<file path="config.mk">
export PLATFORM = sky130hd
export DESIGN_NAME = spi_config_master_flat
export DESIGN_NICKNAME = d
export VERILOG_FILES = /design/src/rtl/spi_config_master_if.sv /design/src/rtl/spi_config_master.sv /design/src/flat_wrapper.sv
export SDC_FILE = /design/constraint.sdc
export NUM_CORES = 1
export LEC_CHECK = 0
export ABC_CLOCK_PERIOD_IN_PS = 1850
export CORE_AREA = 2 2 76 78
export CTS_CLUSTER_DIAMETER = 50
export DETAILED_ROUTE_END_ITERATION = 10
export DIE_AREA = 0 0 78 80
export PLACE_DENSITY = 0.84
export SYNTH_ARGS = -nofsm -noshare
export SYNTH_HDL_FRONTEND = slang
export SYNTH_SLANG_ARGS = --single-unit
</file>
<file path="constraint.sdc">
create_clock -name system_clock -period 1.85 [get_ports system_clock]
set_input_delay 0.185 -clock system_clock [delete_from_list [all_inputs] [get_ports system_clock]]
set_output_delay 0.185 -clock system_clock [all_outputs]
set_load 0.01 [all_outputs]
</file>
<file path="src/rtl/spi_config_master_if.sv">
// -----------------------------------------------------------------------------
// spi_config_master_if
//
// Bundles the host-side byte stream and the four SPI wires of the SNN chip
// configuration port.
//
//   start       host -> master   one-cycle frame request
//   byte_count  host -> master   number of bytes in the frame (sampled with start)
//   tx_data     host -> master   next byte to send
//   tx_valid    host -> master   tx_data valid
//   tx_ready    master -> host   byte accepted this cycle
//   rx_data     master -> host   last full byte sampled from MISO
//   rx_valid    master -> host   one-cycle pulse, rx_data updated
//   busy        master -> host   frame in progress
//   done        master -> host   one-cycle pulse at frame end
//   SCLK        master -> target serial clock, idle low
//   MOSI        master -> target serial data out
//   SS          master -> target active-low select, idle high
//   MISO        target -> master serial data in
//
// modport master : the view of spi_config_master
// modport slave  : the view of the host / target side
// -----------------------------------------------------------------------------
interface spi_config_master_if #(
    parameter int CNT_W = 9
);
    logic             start;
    logic [CNT_W-1:0] byte_count;
    logic [7:0]       tx_data;
    logic             tx_valid;
    logic             tx_ready;
    logic [7:0]       rx_data;
    logic             rx_valid;
    logic             busy;
    logic             done;
    logic             SCLK;
    logic             MOSI;
    logic             SS;
    logic             MISO;

    modport master (
        input  start, byte_count, tx_data, tx_valid, MISO,
        output tx_ready, rx_data, rx_valid, busy, done, SCLK, MOSI, SS
    );

    modport slave (
        output start, byte_count, tx_data, tx_valid, MISO,
        input  tx_ready, rx_data, rx_valid, busy, done, SCLK, MOSI, SS
    );
endinterface

</file>
<file path="src/rtl/spi_config_master.sv">
// -----------------------------------------------------------------------------
// spi_config_master
//
// SPI mode-0 initiator for the SNN chip configuration port. A host byte stream
// (valid/ready) is serialised MSB-first on MOSI inside one SS-low frame while
// the byte returned on MISO is captured in parallel. After the last byte,
// TRAIL_CLKS extra SCLK pulses with MOSI=0 are issued so the target's
// SCLK-clocked two-stage MOSI synchroniser can flush the final bits.
//
// Parameters
//   CLK_DIV    : SCLK half-period in system_clock cycles (>= 1)
//   TRAIL_CLKS : flush SCLK pulses after the last byte (0..7)
//   CNT_W      : width of byte_count (must match the interface)
//
// Ports
//   system_clock : sole clock, rising edge
//   reset        : asynchronous, active-low
//   bus          : spi_config_master_if.master (host stream + SPI wires)
// -----------------------------------------------------------------------------
module spi_config_master #(
    parameter int CLK_DIV    = 4,
    parameter int TRAIL_CLKS = 2,
    parameter int CNT_W      = 9
) (
    input  logic                        system_clock,
    input  logic                        reset,
    spi_config_master_if.master         bus
);

    localparam int DIV_W = (CLK_DIV > 1) ? $clog2(CLK_DIV) : 1;

    localparam logic [2:0] ST_IDLE  = 3'd0;
    localparam logic [2:0] ST_LEAD  = 3'd1;
    localparam logic [2:0] ST_LOAD  = 3'd2;
    localparam logic [2:0] ST_SHIFT = 3'd3;
    localparam logic [2:0] ST_TRAIL = 3'd4;
    localparam logic [2:0] ST_GAP   = 3'd5;

    // ------------------------------------------------------------------
    // State
    // ------------------------------------------------------------------
    logic [2:0]       state_reg,    state_next;
    logic [DIV_W-1:0] div_reg,      div_next;
    logic [2:0]       bit_reg,      bit_next;
    logic [2:0]       trail_reg,    trail_next;
    logic [CNT_W-1:0] cnt_reg,      cnt_next;
    // Only the seven bits still to be sent after the MSB are kept; the MSB
    // goes straight to MOSI at the handshake.
    logic [6:0]       tx_shift_reg, tx_shift_next;
    // The seven most recent MISO bits; the eighth completes rx_byte.
    logic [6:0]       rx_shift_reg, rx_shift_next;
    logic [7:0]       rx_data_reg,  rx_data_next;
    logic             rx_valid_reg, rx_valid_next;
    logic             done_reg,     done_next;
    logic             busy_reg,     busy_next;
    logic             ss_reg,       ss_next;
    logic             sclk_reg,     sclk_next;
    logic             mosi_reg,     mosi_next;

    logic             div_last;
    logic [7:0]       rx_byte;

    assign div_last = (div_reg == DIV_W'(CLK_DIV - 1));
    assign rx_byte  = {rx_shift_reg, bus.MISO};

    // ------------------------------------------------------------------
    // Next-state logic
    // ------------------------------------------------------------------
    always_comb begin
        state_next    = state_reg;
        div_next      = div_reg;
        bit_next      = bit_reg;
        trail_next    = trail_reg;
        cnt_next      = cnt_reg;
        tx_shift_next = tx_shift_reg;
        rx_shift_next = rx_shift_reg;
        rx_data_next  = rx_data_reg;
        rx_valid_next = 1'b0;
        done_next     = 1'b0;
        busy_next     = busy_reg;
        ss_next       = ss_reg;
        sclk_next     = sclk_reg;
        mosi_next     = mosi_reg;

        case (state_reg)
            ST_IDLE: begin
                div_next = '0;
                if (bus.start) begin
                    if (bus.byte_count != '0) begin
                        cnt_next   = bus.byte_count;
                        ss_next    = 1'b0;
                        busy_next  = 1'b1;
                        state_next = ST_LEAD;
                    end else begin
                        // Empty frame: acknowledge without touching the bus.
                        done_next = 1'b1;
                    end
                end
            end

            ST_LEAD: begin
                if (div_last) begin
                    div_next   = '0;
                    state_next = ST_LOAD;
                end else begin
                    div_next = div_reg + DIV_W'(1);
                end
            end

            ST_LOAD: begin
                // tx_ready is high for the whole state, so tx_valid alone
                // completes the handshake. SCLK stays low while stalled.
                if (bus.tx_valid) begin
                    tx_shift_next = bus.tx_data[6:0];
                    mosi_next     = bus.tx_data[7];
                    bit_next      = '0;
                    div_next      = '0;
                    state_next    = ST_SHIFT;
                end
            end

            ST_SHIFT: begin
                if (!div_last) begin
                    div_next = div_reg + DIV_W'(1);
                end else begin
                    div_next = '0;
                    if (!sclk_reg) begin
                        // Rising edge: capture MISO.
                        sclk_next     = 1'b1;
                        rx_shift_next = rx_byte[6:0];
                        if (bit_reg == 3'd7) begin
                            rx_data_next  = rx_byte;
                            rx_valid_next = 1'b1;
                        end
                    end else begin
                        // Falling edge: advance MOSI or close the byte.
                        sclk_next = 1'b0;
                        if (bit_reg != 3'd7) begin
                            bit_next      = bit_reg + 3'd1;
                            mosi_next     = tx_shift_reg[6];
                            tx_shift_next = {tx_shift_reg[5:0], 1'b0};
                        end else begin
                            bit_next = '0;
                            cnt_next = cnt_reg - CNT_W'(1);
                            if (cnt_reg != CNT_W'(1)) begin
                                state_next = ST_LOAD;
                            end else begin
                                mosi_next = 1'b0;
                                if (TRAIL_CLKS == 0) begin
                                    ss_next    = 1'b1;
                                    state_next = ST_GAP;
                                end else begin
                                    trail_next = '0;
                                    state_next = ST_TRAIL;
                                end
                            end
                        end
                    end
                end
            end

            ST_TRAIL: begin
                if (!div_last) begin
                    div_next = div_reg + DIV_W'(1);
                end else begin
                    div_next = '0;
                    if (!sclk_reg) begin
                        sclk_next = 1'b1;
                    end else begin
                        sclk_next = 1'b0;
                        if (trail_reg == 3'(TRAIL_CLKS - 1)) begin
                            trail_next = '0;
                            ss_next    = 1'b1;
                            state_next = ST_GAP;
                        end else begin
                            trail_next = trail_reg + 3'd1;
                        end
                    end
                end
            end

            ST_GAP: begin
                if (div_last) begin
                    div_next   = '0;
                    done_next  = 1'b1;
                    busy_next  = 1'b0;
                    state_next = ST_IDLE;
                end else begin
                    div_next = div_reg + DIV_W'(1);
                end
            end

            default: begin
                state_next = ST_IDLE;
                div_next   = '0;
                busy_next  = 1'b0;
                ss_next    = 1'b1;
                sclk_next  = 1'b0;
                mosi_next  = 1'b0;
            end
        endcase
    end

    // ------------------------------------------------------------------
    // Registers. Reset drops SS and SCLK to idle at once and discards any
    // partially shifted byte; no done pulse follows an aborted frame.
    // ------------------------------------------------------------------
    always_ff @(posedge system_clock or negedge reset) begin
        if (!reset) begin
            state_reg    <= ST_IDLE;
            div_reg      <= '0;
            bit_reg      <= '0;
            trail_reg    <= '0;
            cnt_reg      <= '0;
            tx_shift_reg <= '0;
            rx_shift_reg <= '0;
            rx_data_reg  <= '0;
            rx_valid_reg <= 1'b0;
            done_reg     <= 1'b0;
            busy_reg     <= 1'b0;
            ss_reg       <= 1'b1;
            sclk_reg     <= 1'b0;
            mosi_reg     <= 1'b0;
        end else begin
            state_reg    <= state_next;
            div_reg      <= div_next;
            bit_reg      <= bit_next;
            trail_reg    <= trail_next;
            cnt_reg      <= cnt_next;
            tx_shift_reg <= tx_shift_next;
            rx_shift_reg <= rx_shift_next;
            rx_data_reg  <= rx_data_next;
            rx_valid_reg <= rx_valid_next;
            done_reg     <= done_next;
            busy_reg     <= busy_next;
            ss_reg       <= ss_next;
            sclk_reg     <= sclk_next;
            mosi_reg     <= mosi_next;
        end
    end

    // ------------------------------------------------------------------
    // Outputs
    // ------------------------------------------------------------------
    assign bus.tx_ready = (state_reg == ST_LOAD);
    assign bus.rx_data  = rx_data_reg;
    assign bus.rx_valid = rx_valid_reg;
    assign bus.busy     = busy_reg;
    assign bus.done     = done_reg;
    assign bus.SCLK     = sclk_reg;
    assign bus.MOSI     = mosi_reg;
    assign bus.SS       = ss_reg;

endmodule

</file>
<file path="src/flat_wrapper.sv">
// flat-port wrapper written by rule: the top's interface ports become plain ports
module spi_config_master_flat 
#(
    parameter int CLK_DIV    = 4,
    parameter int TRAIL_CLKS = 2,
    parameter int CNT_W      = 9
)
  (system_clock, reset, bus_start, bus_byte_count, bus_tx_data, bus_tx_valid, bus_MISO, bus_tx_ready, bus_rx_data, bus_rx_valid, bus_busy, bus_done, bus_SCLK, bus_MOSI, bus_SS);
  spi_config_master_if #(.CNT_W(CNT_W)) bus_i ();
  input  logic system_clock;
  input  logic reset;
  input wire logic [$bits(bus_i.start)-1:0] bus_start;
  input wire logic [$bits(bus_i.byte_count)-1:0] bus_byte_count;
  input wire logic [$bits(bus_i.tx_data)-1:0] bus_tx_data;
  input wire logic [$bits(bus_i.tx_valid)-1:0] bus_tx_valid;
  input wire logic [$bits(bus_i.MISO)-1:0] bus_MISO;
  output wire logic [$bits(bus_i.tx_ready)-1:0] bus_tx_ready;
  output wire logic [$bits(bus_i.rx_data)-1:0] bus_rx_data;
  output wire logic [$bits(bus_i.rx_valid)-1:0] bus_rx_valid;
  output wire logic [$bits(bus_i.busy)-1:0] bus_busy;
  output wire logic [$bits(bus_i.done)-1:0] bus_done;
  output wire logic [$bits(bus_i.SCLK)-1:0] bus_SCLK;
  output wire logic [$bits(bus_i.MOSI)-1:0] bus_MOSI;
  output wire logic [$bits(bus_i.SS)-1:0] bus_SS;
  assign bus_i.start = bus_start;
  assign bus_i.byte_count = bus_byte_count;
  assign bus_i.tx_data = bus_tx_data;
  assign bus_i.tx_valid = bus_tx_valid;
  assign bus_i.MISO = bus_MISO;
  assign bus_tx_ready = bus_i.tx_ready;
  assign bus_rx_data = bus_i.rx_data;
  assign bus_rx_valid = bus_i.rx_valid;
  assign bus_busy = bus_i.busy;
  assign bus_done = bus_i.done;
  assign bus_SCLK = bus_i.SCLK;
  assign bus_MOSI = bus_i.MOSI;
  assign bus_SS = bus_i.SS;
  spi_config_master #(.CLK_DIV(CLK_DIV), .TRAIL_CLKS(TRAIL_CLKS), .CNT_W(CNT_W)) u_core (.system_clock(system_clock), .reset(reset), .bus(bus_i));
endmodule
</file>
**Word-level counts from Yosys, hierarchy flattened**

Cells that the tools add are included.

- Register bits: 48
- Memories: 0
- Latch bits: 0
- Bits in writable memories: 0
- Output and inout port bits: 15
- Logic and storage cells: 137
- ROM bits: 0

- $mul: 0
- Divide/modulo/power cells: 0
- Equal/unequal tests: 25
- Order comparisons: 0
- Muxes and demuxes: 67
- Bitwise gates (word level): 5
- Reduce and logical (&&, ||, !) cells: 22
- Add/subtract/negate cells: 4
- Shift operators: 0

Operator list:

| kind | number |
|---|---|
| $mux W3 | 23 |
| $mux W9 | 5 |
| $mux W7 | 4 |
| $mux W1 | 22 |
| $ne A2 B1 Y1 const B | 10 |
| $reduce_or A4 Y1 | 5 |
| $pmux W3 S6 | 1 |
| $pmux W9 S2 | 1 |
| $pmux W7 S2 | 1 |
| $pmux W3 S2 | 2 |
| $reduce_and A4 Y1 | 3 |
| $reduce_and A6 Y1 | 2 |
| $reduce_and A11 Y1 | 1 |
| $reduce_and A5 Y1 | 2 |
| $eq A3 B3 Y1 const B | 3 |
| $ne A9 B1 Y1 const B | 1 |
| $pmux W1 S3 | 3 |
| $reduce_bool A9 Y1 | 1 |
| $sub A9 B1 Y9 const B | 1 |
| $ne A2 B2 Y1 const B | 4 |
| $reduce_and A7 Y1 | 1 |
| $add A3 B1 Y3 const B | 2 |
| $eq A3 B1 Y1 const B | 2 |
| $eq A3 B2 Y1 const B | 2 |
| other kinds (13) | 21 |

**Longest topological paths before layout**

- Word-level depth: 6
- Mapped depth: 8
- Mapped depth without buffers: 6

**Worst setup path before layout**

OpenSTA, ideal clock, no wires.

- Path kind: register to register
- Start: register u_core.bit_reg[0]
- End: register u_core.tx_shift_reg[4]
- Setup time: 0.082 ns
- Setup slack: 0.027 ns
- Arrival time: 1.741 ns
- Clock period less this slack: 1.823 ns
- Buffers on the path: 2
- Data required time: 1.768 ns
- Cell stages (with the launch flop): 9
- Cells stage by stage: dfrtp_1 > ha_1 > ha_1 > clkbuf_2 > nand4b_1 > a21oi_1 > clkbuf_1 > nor2_1 > a31oi_1

- Cells in the longest elaborated chain, start to end: 3

RTL lines:

| element | line | source |
|---|---|---|
| start, declared | spi_config_master.sv:44 | `logic [2:0] bit_reg, bit_next;` |
| start signal, assigned | spi_config_master.sv:227 | `bit_reg <= bit_next;` |
| $ne A3 B3 Y1 | spi_config_master.sv:138 | `if (bit_reg != 3'd7) begin` |
| $ne A2 B1 Y1 (no line) | n/a |  |
| $reduce_and A5 Y1 (no line) | n/a |  |
| end signal, assigned | spi_config_master.sv:230 | `tx_shift_reg <= tx_shift_next;` |
| end, declared | spi_config_master.sv:49 | `logic [6:0] tx_shift_reg, tx_shift_next;` |

Every way passes these cells.
A chain may end at the register's enable or synchronous reset.

**Worst setup path after layout**

- Start: register u_core.state_reg[1]
- End: register u_core.state_reg[0]

- Cells in the longest elaborated chain, start to end: 3
- Elaborated cells on any way between the ends: 19
- Classes of those cells: 16 x eq/ne; 1 x mux; 2 x reduce/logical

RTL lines:

| element | line | source |
|---|---|---|
| start, declared | spi_config_master.sv:42 | `logic [2:0] state_reg, state_next;` |
| start signal, assigned | spi_config_master.sv:225 | `state_reg <= state_next;` |
| $eq A3 B3 Y1 (tied with other cells) | spi_config_master.sv:85 | `case (state_reg)` |
| $ne A2 B1 Y1 (no line) / $ne A2 B2 Y1 (equally long branches) | n/a |  |
| $reduce_and A11 Y1 (no line) | n/a |  |

Several ways; a longest one is shown, not always the timed one.

==> flow_metrics.tcl <==
set metrics [dict create \
    via_per_inst 5.61 \
    grt-busiest-layer "met2" \
    grt_pass1_vias 2092 \
    coreArea_sq_um 5410 \
    placedCellCount 379 \
    vias 2227 \
    yosys-top-cells-area "dfrtp_1 (46%), mux2_2 (7.9%), nand2_1 (4.7%), ha_1 (2.4%), a31oi_1 (2.2%)" \
    instances_no_fill 397 \
    clk_latency_ns 0.31 \
    slowest_delay_ns 0.49 \
    start_kind "register" \
    cts_root_buf "clkbuf_8" \
    synth_seq_cells 48 \
    grtUsageMet2_pct 34.3 \
    cts-htree-levels 2 \
    die_area_sq_um 6240 \
    drt_iter0_markers 157 \
    clkSlewWorstSetupHoldPaths_ns 0.09 \
    area_growth_syn_to_layout_pct 30.8 \
    timing.fmax_mhz 553 \
    fin_crit_ns 1.81 \
    yosysTopAreaCell "dfrtp_1" \
    fp-row-count 27 \
    postSynth.asyncResetShare_pct 100 \
    cts_tree "yes" \
    num_io_pins 37 \
    critPathKind "reg -> reg" \
    ir_drop_mv 0.659 \
    min_path_type "in -> async" \
    routed_wl_mm 6.00 \
    yosys_warnings 0 \
    routedWlPerCell_microns 15.1 \
    ys_types 60 \
    required_ns 2.04 \
    relSlewSlack_pct 62.0 \
    initial_core_util_pct 47.5 \
    cts.path.max_buffers 2 \
    nNetsFinal 351 \
    die_h_microns 80 \
    portBuffers 36 \
    route.detailed.drc 0 \
    drv_cap 0 \
    syn_inst 259 \
    hpwl_mm 4.17 \
    gp_congestion 0.887 \
    crit_arrival_ns 2.00 \
    setup_viol 0 \
    ys.flop_type "dfrtp_1" \
    synth_area_sq_um 2570 \
    synth_enable_flop_cells 0 \
    synth-seq-area-share_pct 46.8 \
    fill_cells 441 \
    largest_reg_flops 9 \
    grt_use_met3_pct 3.05 \
    grt_start_max_net_pins 26 \
    synthesis.nets 286 \
    crit_path_end_kind "register" \
    finalMaxSlewViolations 0 \
    ant_nets 0 \
    hold_violations 0 \
    powerDensity_nw_per_um2 1200 \
    worst_slack_ns 0.0422 \
    grt_pass1_wl_mm 9.82 \
    reg2regPathDepth 6 \
    grt_antenna_before_repair 0 \
    gr-usage-met1_pct 25.6 \
    critPathMaxFanout 10 \
    drt-pass1-iter-count 4 \
    avgSynthCellArea_sq_um 9.91 \
    layout-drive-gt1-share_pct 25.5 \
    insertedDiodeCount 0 \
    crit_chain "buf_4 > buf_4 > nor3_1 > a221oi_1 > o2111ai_1 > mux2_2" \
    status "finished, final reports clean" \
    skew_ns 0.00405 \
    numCtsBuffers 5 \
    yosys.area.top_type_share_pct 45.8 \
    fin_setup_tns_ns 0 \
    die_x_microns 78 \
    fin_crit_sh_pct 97.7 \
    grt_overflow_total 0 \
    crit_slowest_cell "dfrtp_2" \
    cts.sinks 48 \
    dp_slack_ns -0.372 \
    grt.total_usage_pct 19.9 \
    cpMostUsedCell "buf_4" \
    leakage_uw 0.00146 \
    worst_pin_slew_ns 0.570 \
]
-- critical path, delay by kind of cell (launching register included) --
family / cells / cell delay, ns
and+or+nand+nor: 1 / 0.18
buffers and inverters: 2 / 0.32
DFF: 1 / 0.49
muxes: 1 / 0.37
AOI/OAI and AO/OA: 2 / 0.32
-- per-stage QoR --
step                power (uW)  utilization [%]  area, sq um  hold slack [ns]
floorplan                 2610                -         2570           -0.111
global placement          3160             58.6         3170            0.198
detailed placement        3230             58.6         3170            0.214
CTS                       3900             60.9         3290            0.406
global route              4320             62.2         3360            0.440
finish                    4040             62.2         3360            0.392
-- Yosys cell counts (all sizes together), types with 5 or more instances --
master / count
nor2: 14
inv: 10
clkbuf: 12
nand2b: 8
a31oi: 9
nand3: 6
nand2: 32
a21oi: 12
ha: 5
o21ai: 12
mux2: 19
dfrtp: 47
-- cells by family after synthesis --
logic type	count (synthesis)	synth area share, %
simple gates	91	18.9
compound gates	67	18.2
flops	48	46.8
buf+inv	25	3.80
mux	22	9.50
fa+ha+maj	5	2.44
xor+xnor	1	0.341
-- cells in the final DEF, fill, tap and decap left out, types with 3 or more instances in the layout --
cell,n
ha_1,3
nor3_1,4
dfrtp_1,44
nor2_1,11
a31oi_1,9
buf_4,34
o21ai_0,10
a21oi_1,10
and2_1,3
nand3_1,6
mux2_2,18
o22ai_1,4
nor2_2,3
clkdlybuf4s50_1,32
clkbuf_8,5
nand2b_1,8
inv_1,10
o2bb2ai_1,3
nand2_1,32
mux2i_1,3
nor3b_1,4
nor2b_1,4
dfrtp_2,3
-- routing by layer --
metal / vias up / part of all wire, %
li1: 1075 / -
met1: 1085 / 46
met2: 57 / 49
met3: 10 / 3.3
met4: 0 / 1.5
met5: - / 0
-- layout make-up --
cell class	count	area [sq um]	area share (%)
Timing Repair Buffer	73	646	19.2
Clock inverter	3	23.8	0.708
Clock buffer	5	68.8	2.05
Sequential cell	48	1210	35.9
Tap cell	72	90.1	2.68
Inverter	10	37.5	1.12
Multi-Input combinational cell	186	1290	38.3
-- path summary, 6_finish.rpt --
| path | end | slack [ns] | from |
|---|---|---|---|
| setup / recovery | u_core.state_reg[0]$_DFFE_PN0P_ | 0.04 | u_core.state_reg[1]$_DFFE_PN0P_ |
| hold / removal | u_core.cnt_reg[0]$_DFFE_PN0P_ | 0.39 | reset |
| setup reg to reg | u_core.state_reg[0]$_DFFE_PN0P_ | 0.04 | u_core.state_reg[1]$_DFFE_PN0P_ |
| hold reg to reg | u_core.bus.SS$_DFFE_PN1P_ | 0.50 | u_core.bus.SS$_DFFE_PN1P_ |
| max in group asynchronous | u_core.state_reg[2]$_DFFE_PN0P_ | 0.91 | reset |
| min in group system_clock | u_core.cnt_reg[7]$_DFFE_PN0P_ | 0.41 | bus_byte_count[7] |
-- power breakdown --
part           internal (uW)  switching [uW]
Sequential              1320             224
Clock                    268             376
Combinational            897             952
Total                   2490            1550
-- repair_timing --
action | in CTS | in global routing
pin swaps | 2 | 1
endpoints found under the hold margin | 22 | 0
endpoints found under the setup margin | 3 | 27
setup buffers | 3 | 5
cloned | 0 | 1
resized for setup | 5 | 8
hold buffers | 1 | 0
No activity file was read; power rests on OpenSTA's default activity.
